<file path="config.mk">
export PLATFORM = sky130hd
export DESIGN_NAME = mini_alu_sched
export DESIGN_NICKNAME = d
export VERILOG_FILES = /design/src/rtl/mini_alu_sched.sv
export SDC_FILE = /design/constraint.sdc
export NUM_CORES = 1
export LEC_CHECK = 0
export CAP_MARGIN = 20
export CELL_PAD_IN_SITES_DETAIL_PLACEMENT = 0
export CELL_PAD_IN_SITES_GLOBAL_PLACEMENT = 1
export CORE_MARGIN = 1
export CORE_UTILIZATION = 26
export DETAILED_ROUTE_END_ITERATION = 8
export PLACE_DENSITY_LB_ADDON = 0.15
export SYNTH_ARGS = -nofsm -noshare
export SYNTH_HDL_FRONTEND = slang
export SYNTH_SLANG_ARGS = --single-unit
</file>
<file path="constraint.sdc">
create_clock -name clk -period 1.2 [get_ports clk]
set_input_delay 0.24 -clock clk [delete_from_list [all_inputs] [get_ports clk]]
set_output_delay 0.24 -clock clk [all_outputs]
set_load 0.02 [all_outputs]
</file>
<file path="src/rtl/mini_alu_sched.sv">
// Round-robin scheduler sharing one miniALU between two requesters.
// Grants a command, registers operands to the ALU, then returns the captured result with its requester id.
module mini_alu_sched #(
    parameter int OP_W  = 4,
    parameter int RES_W = 20
) (
    input  logic              clk,
    input  logic              rst,
    input  logic [1:0]        req_valid,
    output logic [1:0]        req_ready,
    input  logic [2*OP_W-1:0] req_op1,
    input  logic [2*OP_W-1:0] req_op2,
    input  logic [1:0]        req_operation,
    input  logic [1:0]        req_sign,
    output logic [OP_W-1:0]   alu_op1,
    output logic [OP_W-1:0]   alu_op2,
    output logic              alu_operation,
    output logic              alu_sign,
    input  logic [RES_W-1:0]  alu_result,
    output logic              resp_valid,
    input  logic              resp_ready,
    output logic [RES_W-1:0]  resp_data,
    output logic              resp_id,
    output logic              busy
);

    typedef enum logic [1:0] {IDLE, ISSUE, RESP} state_t;

    state_t          state;
    logic            rr_ptr;
    logic            id_q;
    logic            grant_vld;
    logic            grant_id;
    logic [OP_W-1:0] sel_op1;
    logic [OP_W-1:0] sel_op2;

    // Grant only in IDLE; contention is resolved by the round-robin pointer.
    always_comb begin
        grant_vld = 1'b0;
        grant_id  = 1'b0;
        req_ready = 2'b00;
        if (state == IDLE) begin
            case (req_valid)
                2'b01:   begin grant_vld = 1'b1; grant_id = 1'b0;   end
                2'b10:   begin grant_vld = 1'b1; grant_id = 1'b1;   end
                2'b11:   begin grant_vld = 1'b1; grant_id = rr_ptr; end
                default: begin grant_vld = 1'b0; grant_id = 1'b0;   end
            endcase
            if (grant_vld)
                req_ready = grant_id ? 2'b10 : 2'b01;
        end
    end

    assign sel_op1 = grant_id ? req_op1[2*OP_W-1:OP_W] : req_op1[OP_W-1:0];
    assign sel_op2 = grant_id ? req_op2[2*OP_W-1:OP_W] : req_op2[OP_W-1:0];

    always_ff @(posedge clk or posedge rst) begin
        if (rst) begin
            state         <= IDLE;
            rr_ptr        <= 1'b0;
            id_q          <= 1'b0;
            alu_op1       <= '0;
            alu_op2       <= '0;
            alu_operation <= 1'b0;
            alu_sign      <= 1'b0;
            resp_valid    <= 1'b0;
            resp_data     <= '0;
            resp_id       <= 1'b0;
            busy          <= 1'b0;
        end else begin
            case (state)
                IDLE: begin
                    if (grant_vld) begin
                        alu_op1       <= sel_op1;
                        alu_op2       <= sel_op2;
                        alu_operation <= req_operation[grant_id];
                        alu_sign      <= req_sign[grant_id];
                        id_q          <= grant_id;
                        rr_ptr        <= ~grant_id;
                        state         <= ISSUE;
                        busy          <= 1'b1;
                    end
                end
                // ALU inputs have been stable for a full cycle; take its result.
                ISSUE: begin
                    resp_data  <= alu_result;
                    resp_id    <= id_q;
                    resp_valid <= 1'b1;
                    state      <= RESP;
                end
                RESP: begin
                    if (resp_ready) begin
                        resp_valid <= 1'b0;
                        state      <= IDLE;
                        busy       <= 1'b0;
                    end
                end
                default: begin
                    resp_valid <= 1'b0;
                    state      <= IDLE;
                    busy       <= 1'b0;
                end
            endcase
        end
    end

endmodule
</file>
After elaboration in Yosys (flattened, before gate mapping)
Index checks and enable logic that the tools add are counted.

Bits in writable memories: 0. Flip-flop bits (word level): 37. Memories: 0. Latch bits: 0. Bits in read-only memories: 0.

Bitwise gates (word level): 3. Add/subtract/negate cells: 0. Divide/modulo/power cells: 0. Eq/ne operators: 7. Shifts and indexed selects: 0. Multipliers: 0. Reduce and logical (&&, ||, !) cells: 6. Magnitude comparators: 1. Mux-type cells: 22.

Operators with widths (count): two-way mux 1 bit (11); two-way mux 2 bit (5); two-way mux 4 bit (2); equality test 2 bit, second input constant (3); case mux 1 bit (3 select lines) (2); case mux 2 bit (3 select lines) (1); AND reduction 2 bit (3); equality test 2 x 1 -> 1 bit, second input constant (2); != test 2 bit, second input constant (2); inverter 1 bit (3); AND reduction 3 bit (1); OR reduction 3 bit (1); zero test 2 bit (1); less-than comparator 1 x 2 -> 1 bit, second input constant (1); case mux 1 bit (2 select lines) (1).

Depth between registers and ports, before layout
Gate-level depths: netlist of run 1.

Depth in word-level cells: 7. Depth in mapped cells: 4.

Least setup slack after synthesis of run 1
No wires, ideal clock.

Path type: register -> register. Start point: register state[0]. End point: register resp_data[0]. Path slack: -0.078 ns. Setup time: 0.125 ns. Path buffers: 1. Data required time: 1.075 ns. Data arrival time: 1.153 ns. Stages on the path, launching flop included: 5. Cell sequence: dfrtp_1 > inv_1 > nor2_1 > buf_4 > mux2_2.

Word-level cells in the longest chain between the ends: 1.

RTL lines: start, declared (RTL line 29) `state_t state;`; start signal, assigned (RTL line 59) `state <= IDLE;`; start signal, assigned (RTL line 80) `state <= ISSUE;`; start signal, assigned (RTL line 89) `state <= RESP;`; equality test 2 x 1 -> 1 bit (RTL line 71) `case (state)`; end signal, assigned (RTL line 86) `resp_data <= alu_result;`; end, declared (RTL line 22) `output logic [RES_W-1:0] resp_data,`.

Every way passes these cells. A chain may end at the register's enable or synchronous reset.

Final worst setup path of run 1
Start point: register state[1]. End point: output req_ready[1].

Word-level cells in the longest chain between the ends: 2.

RTL lines: zero test 2 bit (RTL line 42) `if (state == IDLE) begin`; two-way mux 2 bit (RTL line 42); end, declared (RTL line 10) `output logic [1:0] req_ready,`.

Every way passes these cells.

==> results by group, run 1 <==
Cells and area
  • Share of cells above drive strength 1: 41.1%
  • N_diodes: 0
  • Multi-input logic area: approximately 610 µm²
  • Final nets: 246
  • FILL cells: ~520
  • Flip-flop and latch area: between 900 and 1000 µm²
  • Area Growth Syn to Fin: 72.6%
  • Post-layout instance area: 2570 µm²
  • Fin cells: approximately 270

Yosys
  • Post-synth net total: 150
  • Post-synthesis cell count: between 100 and 150
  • #FFs+latches synth: 37
  • Post-synth EDFFs: 0
  • Area contributors post-synth: dfrtp_1 (62%), mux2_2 (16%), a221o_1 (6.7%)
  • Synth top area share: between 60% and 70%
  • Top FF cell, synth: dfrtp_1
  • YS warnings: 0
  • Distinct cells, synth: 19
  • Sequential share of the synthesized area: 62.2%
  • Cell Area, Synth: about 1500 µm²
  • Fraction of registers with async set/reset: 100%
  • Synth top cells by count: dfrtp_1 (37), mux2_2 (21), a21boi_0 (10), a221o_1 (10), nor2_1 (4)
  • Most numerous cell in the Yosys netlist: dfrtp_1
  • Average cell area after synthesis: between 10 and 15 µm²
  • Synth area leader: dfrtp_1

Timing
  • RSZ-0062 raised after global routing: true
  • Fmax: between 0.7 and 0.8 GHz
  • Worst Tran Pin Value: 224 ps
  • Layout Skew: roughly 5.8 ps
  • Tmin final: between 1000 and 1500 ps
  • Final Setup Violations: 34
  • Fin. Hold Viols: 0
  • Max-Slew Margin vs Limit: roughly 85%
  • Worst setup margin: -191 ps
  • Fin. max-slew vios: 0
  • Worst hold slack: 305 ps
  • Tcrit/Tclk final: 116%

Critical path
  • Worst Setup SP: state[1]
  • Crit path max-delay cell type: dfrtp_1
  • Worst EP arrival: around 1200 ps
  • Largest stage delay, worst path: slightly above 400 ps
  • Worst Setup End Kind: primary output
  • Crit path kind: reg2out
  • Worst R2R End: resp_data[18]
  • Critical path's top delay family: flip-flops
  • Worst path buffer plus inverter count: 1
  • Worst R2R Setup Slack: -140 ps
  • CP startpoint kind: register
  • RR Startpoint: state[0]
  • Worst EP required: 960 ps
  • Reg2Reg Depth: 5
  • Crit-path cells: nor2_4, and3_4, buf_6
  • Crit path max fanout: 3

Floorplanning
  • Starting density of the core: 27.0%
  • IO Pins: 80
  • Die W: approximately 78 µm
  • Row cnt: 27
  • Die height: about 78 µm
  • Die ar.: between 6000 and 7000 µm²
  • Core area: ~5500 µm²

Run
  • Max-Cap Viols: 0

Power
  • Switching Share: a little under two fifths
  • Internal: 4.34 mW
  • Maximum VDD drop: 0.00123 V
  • Reg power frac: about a third
  • Leak: 1.18 nW
  • Clock network power share: 11.9%
  • Net Switching: between 2 and 3 mW
  • PwrDens: between 2000 and 3000 nW/µm²
  • Combinational fraction of design power: a little under three fifths

Clock tree
  • Root buf cell: clkbuf_8
  • Num CTS Buffers: 5
  • Worst-Skew Late Latency: roughly 280 ps
  • CTS clk-pin slew, worst paths: ~70 ps
  • Clock sinks: 37
  • CTS max path bufs: 2
  • H-tree Lvls: 2
  • TritonCTS clock tree: yes

Global routing
  • Largest net degree at the start of global routing: 29
  • Global Route Usage Sum: 14.2%
  • First-pass GRT wire length: about 6500 µm
  • Initial antenna violation count: 0
  • Number of global-route vias before repair: 1,314
  • Total gr overflow: 0

Route
  • Vias: ~1,200
  • Drt wl/cell: around 15 µm
  • Routed wire length: 4070 µm
  • DRT antenna net count: 0
  • Drt drc: 0
  • Drt initial violations: 19
  • Via density: approximately 4.5
  • Drt pass-1 iters: 4

Place
  • Count of input and output buffers: between 70 and 80
  • Final GP Congestion: 0.686
  • Cells after DPL: 261
  • DP HPWL: between 2000 and 3000 µm
  • Post-DP Area: about 2400 µm²

Run status
  • Failing checks: negative setup slack
  • Status: finished with violations

Min path
  • Worst Hold Class: in2async
[repair_timing]
item / CTS / global route
gates resized for setup: 107 / 44
pin swaps: 4 / 1
gates cloned: 2 / 0
buffers inserted: 2 / 1
hold endpoints to repair: 0 / 0
endpoints found under the setup margin: 66 / 55
hold buffers: 0 / 0
[tightest hold or removal path, stage by stage]
cell             delay (ps)
clkdlybuf4s50_1         390
inv_1                   110
buf_12                  200
[power groups by stage]
stage | registers (mW) | logic [mW] | clock network [mW]
detailed placement | 2.22 | 3.71 | 0
floorplan | 2.91 | 1.34 | 0
global placement | 2.20 | 3.65 | 0
finish | 2.23 | 3.86 | 0.825
CTS | 2.21 | 3.74 | 0.862
global route | 2.32 | 4.12 | 0.918
[layout by cell type (no fill, tap or decap), drive strengths merged, types with 3 or more instances in the layout]
master / Yosys / final
clkdlybuf4s50: 0 / 44
clkdlybuf4s15: 0 / 11
mux2: 21 / 21
dfrtp: 37 / 37
clkbuf: 1 / 22
nor2: 4 / 4
buf: 5 / 26
a221o: 10 / 10
nand2: 3 / 3
inv: 3 / 3
a21boi: 10 / 10
[how the worst max path moves through the flow]
stage	endpoint	slack [ps]	depth (start not counted)
after detailed placement	req_ready[0]	-590	4
after global routing	req_ready[0]	-240	3
after floorplan	resp_data[0]	-30	4
after global placement	req_ready[0]	-610	4
final	req_ready[1]	-190	3
after CTS	req_ready[1]	-240	3
[area by class of cell]
cell class / instances / share of cell area, %
clock buffer: 8 / 3.12
inverter: 3 / 0.536
multi-input combinational: 59 / 23.7
sequential: 37 / 36.1
timing repair buffer: 95 / 33.0
tap: 72 / 3.51
[stage by stage]
stage | worst slack (ps) | util (%) | power [mW] | TNS (ps)
3_5_place_dp | -591 | 44.2 | 5.93 | -8620
4_1_cts | -235 | 47.2 | 6.81 | -4030
5_1_grt | -245 | 46.6 | 7.35 | -5720
2_1_floorplan | -31.5 | - | 4.25 | -581
3_3_place_gp | -606 | 44.2 | 5.85 | -8530
6_report | -191 | 46.6 | 6.91 | -3970
[sequential cells by signal, indices dropped and copies added (netlist names)]
signal,count
resp_data,20
alu_op1,4
alu_op2,4
state,2
alu_operation,1
alu_sign,1
busy,1
id_q,1
resp_id,1
resp_valid,1
rr_ptr,1
[routing by layer]
layer  up-vias  part of all wire (%)  wire length [µm]  track usage, %
li1        572                     -                 -               -
met1       594                    43              1750            17.3
met2        63                    48              1970            23.8
met3         7                   7.3               299            3.41
met4         0                   1.5                60            6.23
met5         -                     0                 0               0
[cell families after synthesis]
family          after synthesis  synth area share [%]
mux                          21                  15.9
simple gates                 11                  3.79
flops                        37                  62.2
buf+inv                       9                  3.45
compound gates               27                  14.6
Note: power is estimated with default switching activity, not from simulation.
==> run 2, diff against run 1 <==
- CORE_UTILIZATION: 26 -> 31
- clock period: 1.2 -> 1.7 ns (I/O delays scaled with it)
==> results by group, run 2 (synthesis gave the netlist of run 1 again) <==
Power
  • Leak: 1.05 nW
  • PwrDens: around 2000 nW/µm²
  • Maximum VDD drop: about 0.00084 V
  • Power, Total: 4.87 mW

Run status
  • Status: finished with violations
  • Failing checks: design-rule violations

Global routing
  • First-pass GRT wire length: 5730 µm
  • Total gr overflow: 0
  • Initial antenna violation count: 0
  • Largest net degree at the start of global routing: 38
  • Global Route Usage Sum: 14.7%
  • Number of global-route vias before repair: between 1,000 and 1,500

Clock tree
  • H-tree Lvls: 2
  • Num CTS Buffers: 5
  • CTS clk-pin slew, worst paths: about 80 ps
  • TritonCTS clock tree: yes
  • Worst-Skew Late Latency: around 280 ps
  • # hold bufs at CTS: 0
  • Root buf cell: clkbuf_8
  • Clock sinks: 37
  • CTS max path bufs: 2
  • Post-cts sizing count: 8
  • Setup Buffers After CTS: 0

Timing
  • Layout Skew: approximately 6.4 ps
  • RSZ-0062 raised after global routing: false
  • Final Setup Violations: 0
  • Fmax: slightly above 0.6 GHz
  • Tcrit/Tclk final: between 90 and 100%
  • Fin. max-slew vios: 0
  • Tmin final: ~1700 ps
  • Worst Tran Pin Value: roughly 240 ps
  • Max-Slew Margin vs Limit: a little over four fifths
  • Fin. Hold Viols: 0

Critical path
  • Worst EP required: roughly 1400 ps
  • Crit path max fanout: 3
  • Worst EP arrival: 1320 ps
  • Crit path kind: reg2out
  • Worst Setup End Kind: primary output
  • CP startpoint kind: register

Place
  • Cells after DPL: about 240
  • Post-DP Area: about 2400 µm²
  • Count of input and output buffers: a little under 80
  • Final GP Congestion: 0.697
  • DP HPWL: around 2600 µm

Floorplanning
  • Row cnt: 24
  • Die height: ~70 µm
  • Die ar.: 5080 µm²
  • Die W: a little over 70 µm
  • Core area: around 4500 µm²
  • IO Pins: 80
  • Starting density of the core: between 30% and 40%

Cells and area
  • Most common cell after layout, fill and taps aside: clkdlybuf4s50_1
  • Area Growth Syn to Fin: 67.6%
  • Fin cells: 246
  • Final nets: 238
  • Most frequent cells in the layout: clkdlybuf4s50_1 (77), dfrtp_1 (37), mux2_2 (21)
  • Flip-flop and latch area: between 900 and 1000 µm²
  • Multi-input logic area: approximately 520 µm²
  • N_diodes: 0
  • Share of cells above drive strength 1: 21.6%
  • FILL cells: ~370
  • Top reg by flops: resp_data
  • Max FFs per register: 20
  • Post-layout instance area: ~2500 µm²
  • Biggest regs: resp_data: 20 flops, alu_op1: 4 flops, alu_op2: 4 flops
  • Finished Core Util: between 50 and 60%

Route
  • Vias: 1,179
  • DRT antenna net count: 0
  • Drt wl/cell: 14.4 µm
  • Via density: 4.79
  • Drt initial violations: 53
  • Routed wire length: ~3500 µm
  • Drt drc: 6
  • Drt pass-1 iters: 6

Min path
  • Worst Hold Class: in2async

Run
  • Max-Cap Viols: 0
-- run 2: cell types whose count changed in the layout (fill, tap and decap cells not counted), sizes merged --
cell and change:
clkdlybuf4s50 +33, bufinv +1, clkdlybuf4s15 -10, clkbuf -15, buf -17
-- run 2: worst paths after layout --
| path | start | end | slack, ps | cells after the start |
|---|---|---|---|---|
| worst max-delay path | state[1] | req_ready[0] | 40 | 3 |
| worst min-delay path | rst | resp_data[1] | 400 | 3 |
| worst max register to register | state[1] | resp_data[6] | 330 | 4 |
| worst min register to register | id_q | id_q | 490 | 2 |
| max in group asynchronous | rst | alu_op1[1] | 1100 | 3 |
| min in group clk | id_q | id_q | 490 | 2 |
-- run 2: per-layer routing --
metal  global-route usage, %  part of all wire, %  wire length, µm
met1                    15.9                   41             1440
met2                    26.0                   49             1730
met3                    6.05                  9.5              337
met4                    4.67                  1.2               42
met5                       0                    0                0
-- run 2: cell type report --
class / instances / share of cell area [%]
clock buffer: 7 / 3.46
clock inverter: 1 / 1.20
inverter: 3 / 0.452
multi-input combinational: 59 / 20.7
sequential: 37 / 37.1
tap: 52 / 2.61
timing repair buffer: 87 / 34.5
-- run 2: worst max-delay path: stages, from the launching register on --
cell	delay, ps
dfrtp_1	390
nor2_2	170
and3_4	210
clkdlybuf4s15_2	260
-- run 2: through the flow --
stage	TNS (ps)	hold WS, ps	worst slack [ps]
final	0	404	43.7
after global routing	0	421	16.4
after CTS	0	410	44.3
after detailed placement	-640	478	-309
after global placement	-560	476	-291
after floorplan	0	457	368
-- run 2: power breakdown --
part / switching (mW) / internal, mW
Clock: 0.301 / 0.478
Sequential: 0.217 / 1.33
Combinational: 1.16 / 1.38
==> run 3, diff against run 2 <==
- SKIP_CTS_REPAIR_TIMING: not set -> 1
==> results by group, run 3 (synthesis gave the netlist of run 1 again) <==
Cells and area
  • Final nets: between 200 and 250
  • Area Growth Syn to Fin: 67.7%
  • Most common cell after layout, fill and taps aside: clkdlybuf4s50_1
  • Most frequent cells in the layout: clkdlybuf4s50_1 (77), dfrtp_1 (37), mux2_2 (21)
  • FILL cells: approximately 370
  • N_diodes: 0
  • Finished Core Util: 55.8%
  • Top reg by flops: resp_data
  • Fin cells: between 200 and 250
  • Share of cells above drive strength 1: approximately a fifth
  • Max FFs per register: 20
  • Biggest regs: resp_data: 20 flops, alu_op1: 4 flops, alu_op2: 4 flops

Run status
  • Failing checks: design-rule violations
  • Status: finished with violations

Timing
  • Final Setup Violations: 0
  • Fin. max-slew vios: 0
  • Tmin final: around 1600 ps
  • Fmax: slightly above 0.6 GHz
  • Tcrit/Tclk final: 95.6%
  • Worst Tran Pin Value: 244 ps
  • Layout Skew: 6.40 ps
  • RSZ-0062 raised after global routing: false
  • Max-Slew Margin vs Limit: about 84%
  • Fin. Hold Viols: 0

Floorplanning
  • Starting density of the core: ~33%
  • Die W: between 70 and 80 µm
  • IO Pins: 80
  • Die ar.: between 5000 and 6000 µm²
  • Die height: approximately 71 µm
  • Core area: ~4500 µm²
  • Row cnt: 24

Global routing
  • Total gr overflow: 0
  • First-pass GRT wire length: approximately 5700 µm
  • Largest net degree at the start of global routing: 38
  • Initial antenna violation count: 0
  • Global Route Usage Sum: between 10% and 20%
  • Number of global-route vias before repair: around 1,200

Route
  • Vias: roughly 1,200
  • Drt initial violations: 53
  • Routed wire length: ~3500 µm
  • Drt drc: 6
  • DRT antenna net count: 0
  • Drt pass-1 iters: 6
  • Via density: ~4.8
  • Drt wl/cell: 14.4 µm

Clock tree
  • CTS max path bufs: 2
  • CTS clk-pin slew, worst paths: approximately 80 ps
  • Num CTS Buffers: 5
  • Root buf cell: clkbuf_8
  • H-tree Lvls: 2
  • Worst-Skew Late Latency: between 200 and 300 ps
  • Clock sinks: 37
  • TritonCTS clock tree: yes

Power
  • Power, Total: ~5 mW
  • Leak: ~1.1 nW
  • PwrDens: about 2000 nW/µm²
  • Maximum VDD drop: ~0.00084 V

Critical path
  • Critical path's top delay family: buffers and inverters
  • Worst EP required: between 1000 and 1500 ps
  • Crit path kind: reg2out
  • CP startpoint kind: register
  • Worst Setup End Kind: primary output
  • Crit path max fanout: 3
  • CP Depth: 1
  • Crit-path cells: clkdlybuf4s50_1
  • Largest stage delay, worst path: 620 ps
  • Worst path buffer plus inverter count: 1
  • Worst EP arrival: 1280 ps
  • Reg2Reg Depth: 4
  • Crit path max-delay cell type: clkdlybuf4s50_1

Min path
  • Worst Hold Class: in2async

Run
  • Max-Cap Viols: 0

Place
  • Final GP Congestion: ~0.70
  • DP HPWL: 2620 µm
  • Cells after DPL: around 240
  • Count of input and output buffers: roughly 80
run 3: path summary, 6_finish.rpt:
path | start | endpoint | slack (ps)
worst min register to register | id_q | id_q | 490
worst max register to register | state[1] | resp_data[6] | 330
max in group asynchronous | rst | alu_op1[1] | 1100
min in group clk | id_q | id_q | 490
worst max-delay path | busy | busy | 80
worst min-delay path | rst | resp_data[1] | 400
run 3: per-layer routing:
layer	global-route usage (%)	wire length, µm	part of all wire, %
met5	0	0	0
met3	6.05	334	9.4
met1	15.9	1440	41
met4	4.67	42	1.2
met2	26.0	1730	49
run 3: power breakdown:
group / switching (mW) / internal, mW / leakage [nW] / total, mW
Sequential: 0.217 / 1.33 / 0.439 / 1.55
Clock: 0.301 / 0.478 / 0.0585 / 0.779
Combinational: 1.16 / 1.38 / 0.571 / 2.54
run 3: layout make-up:
class	instances	area, µm²	area share (%)
clock buffer	7	86.3	3.46
clock inverter	1	30.0	1.20
inverter	3	11.3	0.451
multi-input combinational	59	515	20.7
sequential	37	926	37.1
tap	52	65.1	2.61
timing repair buffer	87	861	34.5
run 3: through the flow:
stage	TNS [ps]	hold slack, ps	cell area (µm²)	setup WS (ps)
after global placement	-560	476	2380	-291
after global routing	0	421	2490	20.8
after floorplan	0	457	1490	368
after CTS	-715	410	2490	-368
final	0	404	2490	75.0
after detailed placement	-640	478	2380	-309
